$ cat src/rtl/seq_divider.sv
// Sequential radix-2 restoring divider: one quotient bit per clock, start/done handshake.
// Define DIV_SIGNED_EN for two's-complement operands; the default build divides unsigned values.
module seq_divider #(
    parameter int WIDTH = 6,
    parameter int CNT_W = 3
) (
    input  logic             clk,
    input  logic             rst_n,
    input  logic             start,
    input  logic [WIDTH-1:0] in1,
    input  logic [WIDTH-1:0] in2,
    output logic             busy,
    output logic             done,
    output logic [WIDTH-1:0] quot,
    output logic [WIDTH-1:0] rem,
    output logic             div_zero
);

    typedef enum logic [1:0] {
        IDLE = 2'd0,
        CALC = 2'd1,
        DONE = 2'd2
    } state_t;

    localparam logic [CNT_W-1:0] LAST = CNT_W'(WIDTH - 1);

    state_t           state;
    state_t           state_nx;
    logic [CNT_W-1:0] count;
    logic [WIDTH:0]   prem;
    logic [WIDTH-1:0] dvd;
    logic [WIDTH:0]   dvs;

    logic [WIDTH-1:0] in1_mag;
    logic [WIDTH:0]   in2_mag;
    logic [WIDTH+1:0] r_sh;
    logic [WIDTH+1:0] trial;
    logic             q_bit;
    logic [WIDTH:0]   prem_nx;
    logic [WIDTH-1:0] dvd_nx;

`ifdef DIV_SIGNED_EN
    logic             neg_q;
    logic             neg_r;
    logic [WIDTH:0]   in2_ext;

    // Divisor magnitude needs WIDTH+1 bits so the most negative value survives negation.
    assign in2_ext = {in2[WIDTH-1], in2};
    assign in1_mag = in1[WIDTH-1] ? (~in1 + 1'b1) : in1;
    assign in2_mag = in2[WIDTH-1] ? (~in2_ext + 1'b1) : in2_ext;
`else
    assign in1_mag = in1;
    assign in2_mag = {1'b0, in2};
`endif

    // The extra top bit of r_sh/trial is the borrow; a set sign bit means restore.
    assign r_sh    = {prem, dvd[WIDTH-1]};
    assign trial   = r_sh - {1'b0, dvs};
    assign q_bit   = ~trial[WIDTH+1];
    assign prem_nx = q_bit ? trial[WIDTH:0] : r_sh[WIDTH:0];
    assign dvd_nx  = {dvd[WIDTH-2:0], q_bit};

    assign busy = (state != IDLE);
    assign done = (state == DONE);

    always_comb begin
        state_nx = state;
        case (state)
            IDLE: begin
                if (start) begin
                    state_nx = (in2 == '0) ? DONE : CALC;
                end
            end
            CALC: begin
                if (count == LAST) begin
                    state_nx = DONE;
                end
            end
            DONE:    state_nx = IDLE;
            default: state_nx = IDLE;
        endcase
    end

    always_ff @(posedge clk) begin
        if (!rst_n) begin
            state <= IDLE;
        end else begin
            state <= state_nx;
        end
    end

    always_ff @(posedge clk) begin
        if (!rst_n) begin
            count    <= '0;
            prem     <= '0;
            dvd      <= '0;
            dvs      <= '0;
            quot     <= '0;
            rem      <= '0;
            div_zero <= 1'b0;
`ifdef DIV_SIGNED_EN
            neg_q    <= 1'b0;
            neg_r    <= 1'b0;
`endif
        end else begin
            case (state)
                IDLE: begin
                    if (start) begin
                        if (in2 == '0) begin
                            quot     <= '1;
                            rem      <= in1;
                            div_zero <= 1'b1;
                        end else begin
                            prem  <= '0;
                            dvd   <= in1_mag;
                            dvs   <= in2_mag;
                            count <= '0;
`ifdef DIV_SIGNED_EN
                            neg_q <= in1[WIDTH-1] ^ in2[WIDTH-1];
                            neg_r <= in1[WIDTH-1];
`endif
                        end
                    end
                end
                CALC: begin
                    prem  <= prem_nx;
                    dvd   <= dvd_nx;
                    count <= count + 1'b1;
                    if (count == LAST) begin
`ifdef DIV_SIGNED_EN
                        quot <= neg_q ? (~dvd_nx + 1'b1) : dvd_nx;
                        rem  <= neg_r ? (~prem_nx[WIDTH-1:0] + 1'b1) : prem_nx[WIDTH-1:0];
`else
                        quot <= dvd_nx;
                        rem  <= prem_nx[WIDTH-1:0];
`endif
                        div_zero <= 1'b0;
                    end
                end
                default: begin
                end
            endcase
        end
    end

endmodule

$ cat config.mk
export PLATFORM = sky130hd
export DESIGN_NAME = seq_divider
export DESIGN_NICKNAME = d
export VERILOG_FILES = /design/src/rtl/seq_divider.sv
export SDC_FILE = /design/constraint.sdc
export NUM_CORES = 1
export LEC_CHECK = 0
export BUFFER_PORTS_ARGS = -buffer_cell sky130_fd_sc_hd__buf_4
export CAP_MARGIN = 10
export CORE_MARGIN = 1
export CORE_UTILIZATION = 35
export DETAILED_ROUTE_END_ITERATION = 10
export HOLD_SLACK_MARGIN = 0.1
export PLACE_DENSITY_LB_ADDON = 0.12
export SYNTH_ARGS = -nofsm -noshare
export SYNTH_HDL_FRONTEND = slang
export SYNTH_SLANG_ARGS = --single-unit
$ cat constraint.sdc
create_clock -name clk -period 6.1 [get_ports clk]
set_input_delay 1.22 -clock clk [delete_from_list [all_inputs] [get_ports clk]]
set_output_delay 1.22 -clock clk [all_outputs]
set_load 0.1 [all_outputs]
==> results of run 1 <==
report_power, final:
group	switching, mW	internal (mW)	total, mW	leakage, nW
Combinational	0.134	0.0676	0.201	0.565
Clock	0.0930	0.0811	0.174	0.0445
Sequential	0.0153	0.259	0.275	0.303
Total	0.242	0.408	0.650	0.912
layout make-up:
type | count | area, µm²
fill | 551 | 2940
tap | 70 | 87.58
timing repair buffer | 30 | 225.2
inverter | 12 | 45.04
clock inverter | 3 | 21.27
sequential | 37 | 740.7
multi-input combinational | 173 | 1109
clock buffer | 5 | 68.82
Yosys cell counts (2+ instances only):
cell type,n
a211oi_1,2
or4_1,2
ha_1,9
o221a_2,5
clkbuf_1,4
nor2_1,18
and3_1,2
dfxtp_1,37
o21ai_2,2
o21a_1,3
nor3_1,2
o211ai_1,4
a21o_1,2
a21oi_2,2
a21oi_1,22
mux2_4,2
buf_2,4
o21ai_0,13
nand2_1,35
inv_1,12
xor2_1,2
a31oi_1,4
a311oi_1,5
nand3_1,14
nand2b_1,2
o211a_1,2
metrics by stage:
stage / setup WS [ns] / utilization [%]
after floorplan: 3.138 / -
after global placement: 3.234 / 42.14
after detailed placement: 3.201 / 42.14
after CTS: 3.364 / 43.86
after global routing: 3.238 / 43.86
final: 3.390 / 43.86
flip-flops by register name (all words and copies together) (netlist names):
| name | flops |
|---|---|
| prem | 7 |
| state | 2 |
| count | 3 |
| div_zero | 1 |
| dvs | 6 |
| dvd | 6 |
| quot | 6 |
| rem | 6 |
logic make-up (layout without fill, tap and decap cells):
logic type / count (synthesis) / in the layout / synth area share (%)
and+or+nand+nor: 83 / 83 / 19.72
AOI/OAI and AO/OA: 73 / 73 / 26.40
DFF: 37 / 37 / 38.02
buffers and inverters: 22 / 50 / 5.074
adders and majority gates: 10 / 10 / 6.808
muxes: 4 / 4 / 2.633
xor gates and xnor gates: 3 / 3 / 1.349
how the worst max path moves through the flow:
stage / from / end / slack [ns] / depth (start not counted)
after global placement: in2[5] / rem[2]$_SDFFE_PN0P_ / 3.23 / 6
after detailed placement: in2[5] / rem[1]$_SDFFE_PN0P_ / 3.20 / 6
after CTS: state[0]$_SDFFE_PN0P_ / busy / 3.36 / 3
after global routing: state[0]$_SDFFE_PN0P_ / busy / 3.24 / 3
after floorplan: state[1]$_SDFFE_PN0P_ / done / 3.14 / 2
final: state[0]$_SDFFE_PN0P_ / busy / 3.39 / 3
tightest hold or removal path, cell delays in order (launching register included):
cell and delay (ns):
dfxtp_1 0.31, nand2_1 0.05, a21oi_1 0.05
per-layer routing:
layer	GRT usage, %	part of all wire (%)
met1	25.09	52
met2	26.04	44
met4	5.192	0.37
met5	0	0
met3	3.353	3.9
==> impl_results.md, run 1 <==
* Status: finished clean
* Delay-heaviest family, CP: simple AND/OR/NAND/NOR gates
* Clk slew on worst S/H paths at 0.08 ns
* Initial antenna violation count at 0
* Pin count of the biggest net entering global routing at 21
* WL/cell at 14.83 µm
* Mean post-synth cell area at 8.397 µm²
* Worst EP required at 4.88 ns
* RR Endpoint: rem[2]$_SDFFE_PN0P_
* Row Count at 26
* Hold crit path type: reg2reg
* Final Cycle Share at 44.43%
* Post-CTS setup buffers at 0
* RSZ-0062 raised after global routing: no
* Synthesis-to-finish area growth at 17.92%
* CTS sink cnt at 37
* Min-Delay Endpoint: dvs[5]$_SDFFE_PN0P_
* Ratio of cells with drive above 1 in the final layout at 21.54%
* Worst r2r path cells at 7
* Port Buf Inserts at 29
* Post-Syn Area at 0.001948 mm²
* Final WL at 4893 µm
* Setup TNS at 0 ns
* Final hold slack at 0.4595 ns
* Flop-to-flop setup slack at 3.95 ns
* Final ANT Viol Nets at 0
* CP max stage cell: nor2_1
* CTS HTree Levels at 2
* Vias in the first global route at 1602
* Top cells by area, synth: dfxtp_1 (38%), nand2_1 (6.7%), ha_1 (5.8%)
* Pwr Total at 649.9 µW
* Die width at 76.61 µm
* Worst Hold Depth at 2
* Placed cell area at 0.002207 mm²
* CP Capture Type: primary output
* Commonest cells after routing, fill and taps aside: dfxtp_1 (37), nand2_1 (35), buf_4 (30), a21oi_1 (22), nor2_1 (18)
* Slew @ Worst Pin at 0.7114 ns
* DRC Markers at 0
* Slew HR at 52.57%
* CORE AREA at 0.005238 mm²
* Top-area cell type share of the netlist area at 38.02%
* Hold Startpoint: dvs[5]$_SDFFE_PN0P_
* I/O pin total at 30
* Leak at 0.9118 nW
* Die span in y at 76.61 µm
* Fraction of registers with async set/reset at 0%
* GPL Wtd Cong at 0.7695
* Tot GR Track Use at 17.42%
* Clock buffer depth at 2
* N_diodes at 0
* Max-capacitance violation count at 0
* Final nets at 284
* Post-synth EDFFs at 0
* Non-Filler Instances at 330
* Cell variety after synth at 47
* Fmax at 0.3690 GHz
* Synth Register Bits at 37
* Crit-path max FO at 12
* Via-to-Cell Ratio at 5.182
* Final instance area at 0.002297 mm²
* Max IR drop VDD at 106.8 µV
* Clock Latency Late Sink at 0.29 ns
* Initial DRC count at 85
* Mapped Cells at 232
* R2r startpoint: dvs[4]$_SDFFE_PN0P_
* Hold buffer count at cts at 0
* Vias at 1710
* Critical Path Max Stage Delay at 0.44 ns
* Pwr dens at 282.9 mW/mm²
* HPWL Detailed at 3624 µm
* CP Data Arrival Time at 1.49 ns
* Top_reg_cell synth: dfxtp_1
* Setup violations, final at 0
* Leading area contributor after synthesis: dfxtp_1
* Initial core utilization at 37.20%
* Drt pass-1 iters at 4
* Placed Instances at 322
* Hold Fails Final Rpt at 0
* Global route overflow at 0
* CTS tree: built
* Commonest non-fill, non-tap cell in the layout: dfxtp_1
* CP Buf/Inv Count at 2
* Post_cts resized at 0
* Root Buffer: clkbuf_8
* First-pass GRT wire length at 8052 µm
* CP Class: reg2out
* DIE AREA at 0.005868 mm²
* Post-synthesis sequential area ratio at 38.02%
* Layout Skew at 0.008151 ns
* Cts bufs inserted at 5
* Synth Warn # at 0
* Crit path time final at 2.710 ns
* Mapped Nets at 257
* Worst setup SP type: flip-flop
* Max Slew Vio Count at 0
* Worst-path cell chain: nor2_1, inv_1, buf_4
Power figures use the tool's default switching activity.
==> run 2: changes to the inputs <==
Clock period 6.1 ns to 2.8 ns, I/O delays scaled along.
==> run 2 against run 1 <==
Sequential share of layout area shrank 0.23 points. Die area is the same. Core utilization grew 0.31 points. Via count grew 1.9%. Critical path depth grew 4. Count of clock-buffer cells in the layout is the same. Global-route usage grew 0.18 points. Hold slack lost 0.0017 ns.
==> impl_results.md, run 2 (synthesized netlist as in run 1, its figures left out) <==
* Status: finished clean
* I/O pin total at 30 (unchanged)
* CTS sink cnt at 37 (unchanged)
* Post_cts resized at 0 (unchanged)
* Leak at 0.9249 nW (+1.4%)
* Drt pass-1 iters at 4 (unchanged)
* Global Route met1 Usage at 26.15% (+1.1 points)
* Final core utilization at 44.17% (+0.31 points)
* Slew @ Worst Pin at 0.7290 ns (+0.01755 ns)
* Worst setup SP type: flip-flop
* Final nets at 286 (+0.70%)
* WL/cell at 14.72 µm (-0.74%)
* Crit path time final at 2.145 ns
* Final Cycle Share at 76.62%
* Global route overflow at 0 (unchanged)
* Crit-path max FO at 7 (-5)
* Post-CTS setup buffers at 0 (unchanged)
* Hold buffer count at cts at 0 (unchanged)
* Pwr dens at 615.1 mW/mm² (+120%)
* Tot GR Track Use at 17.60% (+0.18 points)
* CP max stage cell: o211a_1
* Non-Filler Instances at 332 (+0.61%)
* Max reg flops at 7 (unchanged)
* Max IR drop VDD at 275.5 µV (+160%)
* Critical Path Max Stage Delay at 0.43 ns (about the same)
* Initial core utilization at 37.20% (unchanged)
* CP Buf/Inv Count at 1 (-1)
* HPWL Detailed at 3568 µm (-1.5%)
* N_diodes at 0 (unchanged)
* Pwr Total at 1.423 mW (+120%)
* First-pass GRT wire length at 8079 µm (+0.34%)
* CP Class: reg2reg
* Hold crit path type: reg2reg
* CTS tree: built
* Via-to-Cell Ratio at 5.250 (+1.3%)
* CP most frequent cell: a21oi_1
* Setup violations, final at 0 (unchanged)
* Clock Latency Late Sink at 0.29 ns (about the same)
* Pin count of the biggest net entering global routing at 21 (unchanged)
* Initial antenna violation count at 0 (unchanged)
* Die span in y at 76.61 µm (unchanged)
* Clk slew on worst S/H paths at 0.08 ns (about the same)
* Synthesis-to-finish area growth at 18.75%
* Worst EP required at 2.95 ns (-1.93 ns)
* Root Buffer: clkbuf_8
* Hold Fails Final Rpt at 0 (unchanged)
* Initial DRC count at 114 (+34%)
* Row Count at 26 (unchanged)
* Setup TNS at 0 ns (unchanged)
* Max-capacitance violation count at 0 (unchanged)
* Placed Instances at 324 (+0.62%)
* CTS HTree Levels at 2 (unchanged)
* CORE AREA at 0.005238 mm² (unchanged)
* Commonest cells after routing, fill and taps aside: dfxtp_1 (37), nand2_1 (35), buf_4 (32), a21oi_1 (22), nor2_1 (18)
* DIE AREA at 0.005868 mm² (unchanged)
* Die width at 76.61 µm (unchanged)
* CP Capture Type: flip-flop
* Cts bufs inserted at 5 (unchanged)
* Delay-heaviest family, CP: compound AO/OA/AOI/OAI gates
* Global route hottest layer: met1
* Final ANT Viol Nets at 0 (unchanged)
* Final WL at 4886 µm (-0.14%)
* DRC Markers at 0 (unchanged)
* Port Buf Inserts at 29 (unchanged)
* Clock buffer depth at 2 (unchanged)
* M2 GR Usage at 25.23% (-0.81 points)
* Final hold slack at 0.4578 ns (-0.001736 ns)
* GPL Wtd Cong at 0.7662 (-0.43%)
* Vias at 1743 (+1.9%)
* Vias in the first global route at 1554 (-3.0%)
* Ratio of cells with drive above 1 in the final layout at 22.14% (+0.60 points)
* Commonest non-fill, non-tap cell in the layout: dfxtp_1
* Met3 usage at 3.114% (-0.24 points)
* Worst-path cell chain: inv_1, ha_1, o211ai_1, a21oi_1, o211a_1, mux2i_1, a21oi_1
* Reg with most FFs: prem
* RSZ-0062 raised after global routing: no
* Max Slew Vio Count at 0 (unchanged)
* CP Data Arrival Time at 2.29 ns (+0.80 ns)
* Fmax at 0.4661 GHz
* Layout Skew at 0.004702 ns (-0.003449 ns)
* Slew HR at 51.35% (-1.2 points)
-- run 2: worst register-to-register path, cell delays in order (launching register included) --
cell	delay, ns
dfxtp_1	0.33
inv_1	0.06
ha_1	0.36
o211ai_1	0.15
a21oi_1	0.26
o211a_1	0.43
mux2i_1	0.32
a21oi_1	0.10
-- run 2: routing by layer --
| layer | part of all wire, % | up-vias |
|---|---|---|
| li1 | - | 894 |
| met1 | 52 | 808 |
| met2 | 43 | 34 |
| met3 | 3.7 | 7 |
| met4 | 1.3 | 0 |
| met5 | 0 | - |
-- run 2: metrics by stage --
stage,worst slack [ns],cell area (µm²)
finish,0.6546,2313
global route,0.4518,2313
CTS,0.6336,2313
detailed placement,0.5528,2222
global placement,0.5962,2222
floorplan,0.4981,1948
-- run 2: final timing paths --
path                       start                    to  slack [ns]  depth (start not counted)
min reg2reg  dvs[3]$_SDFFE_PN0P_   dvs[3]$_SDFFE_PN0P_        0.46                          2
max reg2reg  dvs[4]$_SDFFE_PN0P_  prem[4]$_SDFFE_PN0P_        0.65                          7
max          dvs[4]$_SDFFE_PN0P_  prem[4]$_SDFFE_PN0P_        0.65                          7
min          dvs[3]$_SDFFE_PN0P_   dvs[3]$_SDFFE_PN0P_        0.46                          2
-- run 2: final cells by class --
class	instances	area, µm²
inverters	12	45.04
multi-input cells	173	1109
flip-flops and latches	37	740.7
fillers	549	2924
well taps	70	87.58
clock inverters	3	22.52
clock buffers	5	68.82
repair buffers	32	240.2
-- run 2: report_power, final --
part / internal (mW) / switching [mW]
combinational: 0.151 / 0.294
sequential: 0.565 / 0.0330
clock: 0.177 / 0.204
total: 0.892 / 0.531
==> run 3: changes to the inputs <==
Clock period 2.8 ns to 2.1 ns, I/O delays scaled along.
==> run 3 against run 2 <==
First-iteration DRC count is 39% higher. Core utilization is 3.2 points higher. Critical path depth is 1 higher. Non-clock buffer count is 13 higher. Critical endpoint is now rem[2]$_SDFFE_PN0P_. Sequential power is 33% higher. Wire length is 7.7% higher. Clock power is 74% higher. Cell area is 7.2% higher.
==> impl_results.md, run 3 (synthesized netlist as in run 1, its figures left out) <==
* Status: finished clean
* Non-Filler Instances at 345 (+3.9%)
* Flop-to-flop setup slack at 0.11 ns (-0.55 ns)
* Final nets at 299 (+4.5%)
* Reg with most FFs: prem
* P_int at 1.415 mW (+59%)
* Sequential power share at 36.9% (-5.1 points)
* Worst Hold Depth at 3 (+1)
* Initial antenna violation count at 0 (unchanged)
* Clock Latency Late Sink at 0.30 ns (about the same)
* Synthesis-to-finish area growth at 27.30%
* Final Cycle Share at 94.95% (+18 points)
* CTS sink cnt at 37 (unchanged)
* Crit path time final at 1.994 ns (-0.1514 ns)
* DIE AREA at 0.005868 mm² (unchanged)
* Layout Skew at 0.007872 ns (+0.003170 ns)
* DRC Markers at 0 (unchanged)
* Hold Startpoint: in2[4]
* Cts bufs inserted at 5 (unchanged)
* RSZ-0062 raised after global routing: yes
* CP Class: reg2reg
* RR Endpoint: rem[2]$_SDFFE_PN0P_
* CP Capture Type: flip-flop
* Clock power share at 30.7% (+3.9 points)
* CTS tree: built
* Initial DRC count at 158 (+39%)
* Slew HR at 70.96% (+20 points)
* Leak at 1.003 nW (+8.4%)
* Max reg flops at 7 (unchanged)
* Placed cell area at 0.002315 mm² (+4.2%)
* Global route overflow at 0 (unchanged)
* Worst setup SP type: flip-flop
* Port Buf Inserts at 29 (unchanged)
* Pin count of the biggest net entering global routing at 21 (unchanged)
* Clk slew on worst S/H paths at 0.07 ns (about the same)
* Drt pass-1 iters at 4 (unchanged)
* Combinational share of power at 32.4% (+1.2 points)
* Sw frac at 34.52% (-2.8 points)
* Final ANT Viol Nets at 0 (unchanged)
* WL/cell at 15.26 µm (+3.7%)
* HPWL Detailed at 3885 µm (+8.9%)
* Min-Delay Endpoint: dvs[4]$_SDFFE_PN0P_
* CP Data Arrival Time at 2.22 ns (-0.07 ns)
* Placed Instances at 336 (+3.7%)
* Row Count at 26 (unchanged)
* Ratio of cells with drive above 1 in the final layout at 29.45% (+7.3 points)
* GPL Wtd Cong at 0.7717 (+0.72%)
* Setup violations, final at 0 (unchanged)
* First-pass GRT wire length at 8507 µm (+5.3%)
* Filler instances at 517 (-5.8%)
* Worst EP required at 2.33 ns (-0.62 ns)
* CORE AREA at 0.005238 mm² (unchanged)
* CTS HTree Levels at 2 (unchanged)
* Max IR drop VDD at 505.7 µV (+84%)
* Root Buffer: clkbuf_8
* Hold Fails Final Rpt at 0 (unchanged)
* Final WL at 5263 µm (+7.7%)
* Setup TNS at 0 ns (unchanged)
* Clock buffer depth at 2 (unchanged)
* Sw Pwr at 746.1 µW (+40%)
* Die span in y at 76.61 µm (unchanged)
* Hold crit path type: in2reg
* Die width at 76.61 µm (unchanged)
* Pwr Total at 2.161 mW (+52%)
* Commonest cells after routing, fill and taps aside: buf_4 (45), dfxtp_1 (36), nand2_1 (35), a21oi_1 (21), nor2_1 (17)
* Vias in the first global route at 1698 (+9.3%)
* Worst r2r path cells at 8 (+1)
* Final instance area at 0.002480 mm² (+7.2%)
* Vias at 1825 (+4.7%)
* I/O pin total at 30 (unchanged)
* Pwr dens at 871.5 mW/mm² (+42%)
* Max Slew Vio Count at 0 (unchanged)
* Fmax at 0.5015 GHz (+7.6%)
* Crit-path max FO at 4 (-3)
* Initial core utilization at 37.20% (unchanged)
* Slew @ Worst Pin at 0.4355 ns (-0.2934 ns)
* Max-capacitance violation count at 0 (unchanged)
* Via-to-Cell Ratio at 5.290 (+0.76%)
* Commonest non-fill, non-tap cell in the layout: buf_4
* R2r startpoint: dvs[5]$_SDFFE_PN0P_
* N_diodes at 0 (unchanged)
* Tot GR Track Use at 18.65% (+1.0 points)
* Hold buffer count at cts at 0 (unchanged)
run 3: cell types whose count changed in the layout (fill, tap and decap cells not counted), sizes merged:
cell / delta
buf: +13
clkinvlp: +1
clkinv: -3
clkbuf: +1
bufinv: +1
run 3: layout make-up:
class	count	area [µm²]	area share, %
Inverter	12	45.04	1.816
Clock inverter	2	37.54	1.514
Tap cell	70	87.58	3.532
Timing Repair Buffer	45	337.8	13.62
Multi-Input combinational cell	173	1147	46.27
Clock buffer	6	82.58	3.330
Sequential cell	37	742.0	29.92
run 3: what timing repair did:
item / in CTS / in global routing
pin swaps: 0 / 4
resized for setup: 2 / 10
endpoints found under the setup margin: 3 / 11
buffers inserted: 0 / 1
run 3: worst max path at each step:
| stage | depth (start not counted) | endpoint | from | slack [ns] |
|---|---|---|---|---|
| 2_1_floorplan | 8 | rem[1]$_SDFFE_PN0P_ | dvs[5]$_SDFFE_PN0P_ | 0.18 |
| 6_report | 8 | rem[2]$_SDFFE_PN0P_ | dvs[5]$_SDFFE_PN0P_ | 0.11 |
| 5_1_grt | 8 | prem[5]$_SDFFE_PN0P_ | dvs[2]$_SDFFE_PN0P_ | -0.007 |
| 3_5_place_dp | 7 | rem[4]$_SDFFE_PN0P_ | dvs[4]$_SDFFE_PN0P_ | -0.01 |
| 4_1_cts | 7 | prem[4]$_SDFFE_PN0P_ | dvs[4]$_SDFFE_PN0P_ | 0.03 |
| 3_3_place_gp | 9 | prem[6]$_SDFFE_PN0P_ | dvd[5]$_SDFFE_PN0P_ | -0.03 |
run 3: critical path, cell delays in order (launching register included):
cell	delay [ns]
dfxtp_1	0.33
inv_1	0.04
ha_1	0.20
or3_4	0.34
or2_4	0.25
o211ai_1	0.19
buf_4	0.16
mux2_4	0.30
a31oi_1	0.12
run 3: per-layer routing:
layer  track usage (%)  vias up  wire, µm  part of all wire [%]
li1                  -      922         -                     -
met1             25.46      851      2630                    50
met2             28.11       42      2291                    44
met3             4.790       10       246                   4.7
met4             6.731        0        94                   1.8
met5                 0        -         0                     0
run 3: power by group through the flow:
stage               clock (mW)  sequential [mW]  combinational (mW)
floorplan                    0            0.910               0.367
global placement             0            0.814               0.640
detailed placement           0            0.813               0.645
finish                   0.664            0.798               0.700
global route             0.702            0.805               0.753
CTS                      0.670            0.797               0.653
run 3: through the flow:
step	hold WS (ns)	setup slack [ns]	utilization [%]
after global placement	0.4465	-0.03427	44.19
after floorplan	0.4363	0.1787	-
after detailed placement	0.4504	-0.01414	44.19
final	0.3870	0.1060	47.35
after CTS	0.3863	0.03298	46.58
after global routing	0.3973	-0.006925	47.35
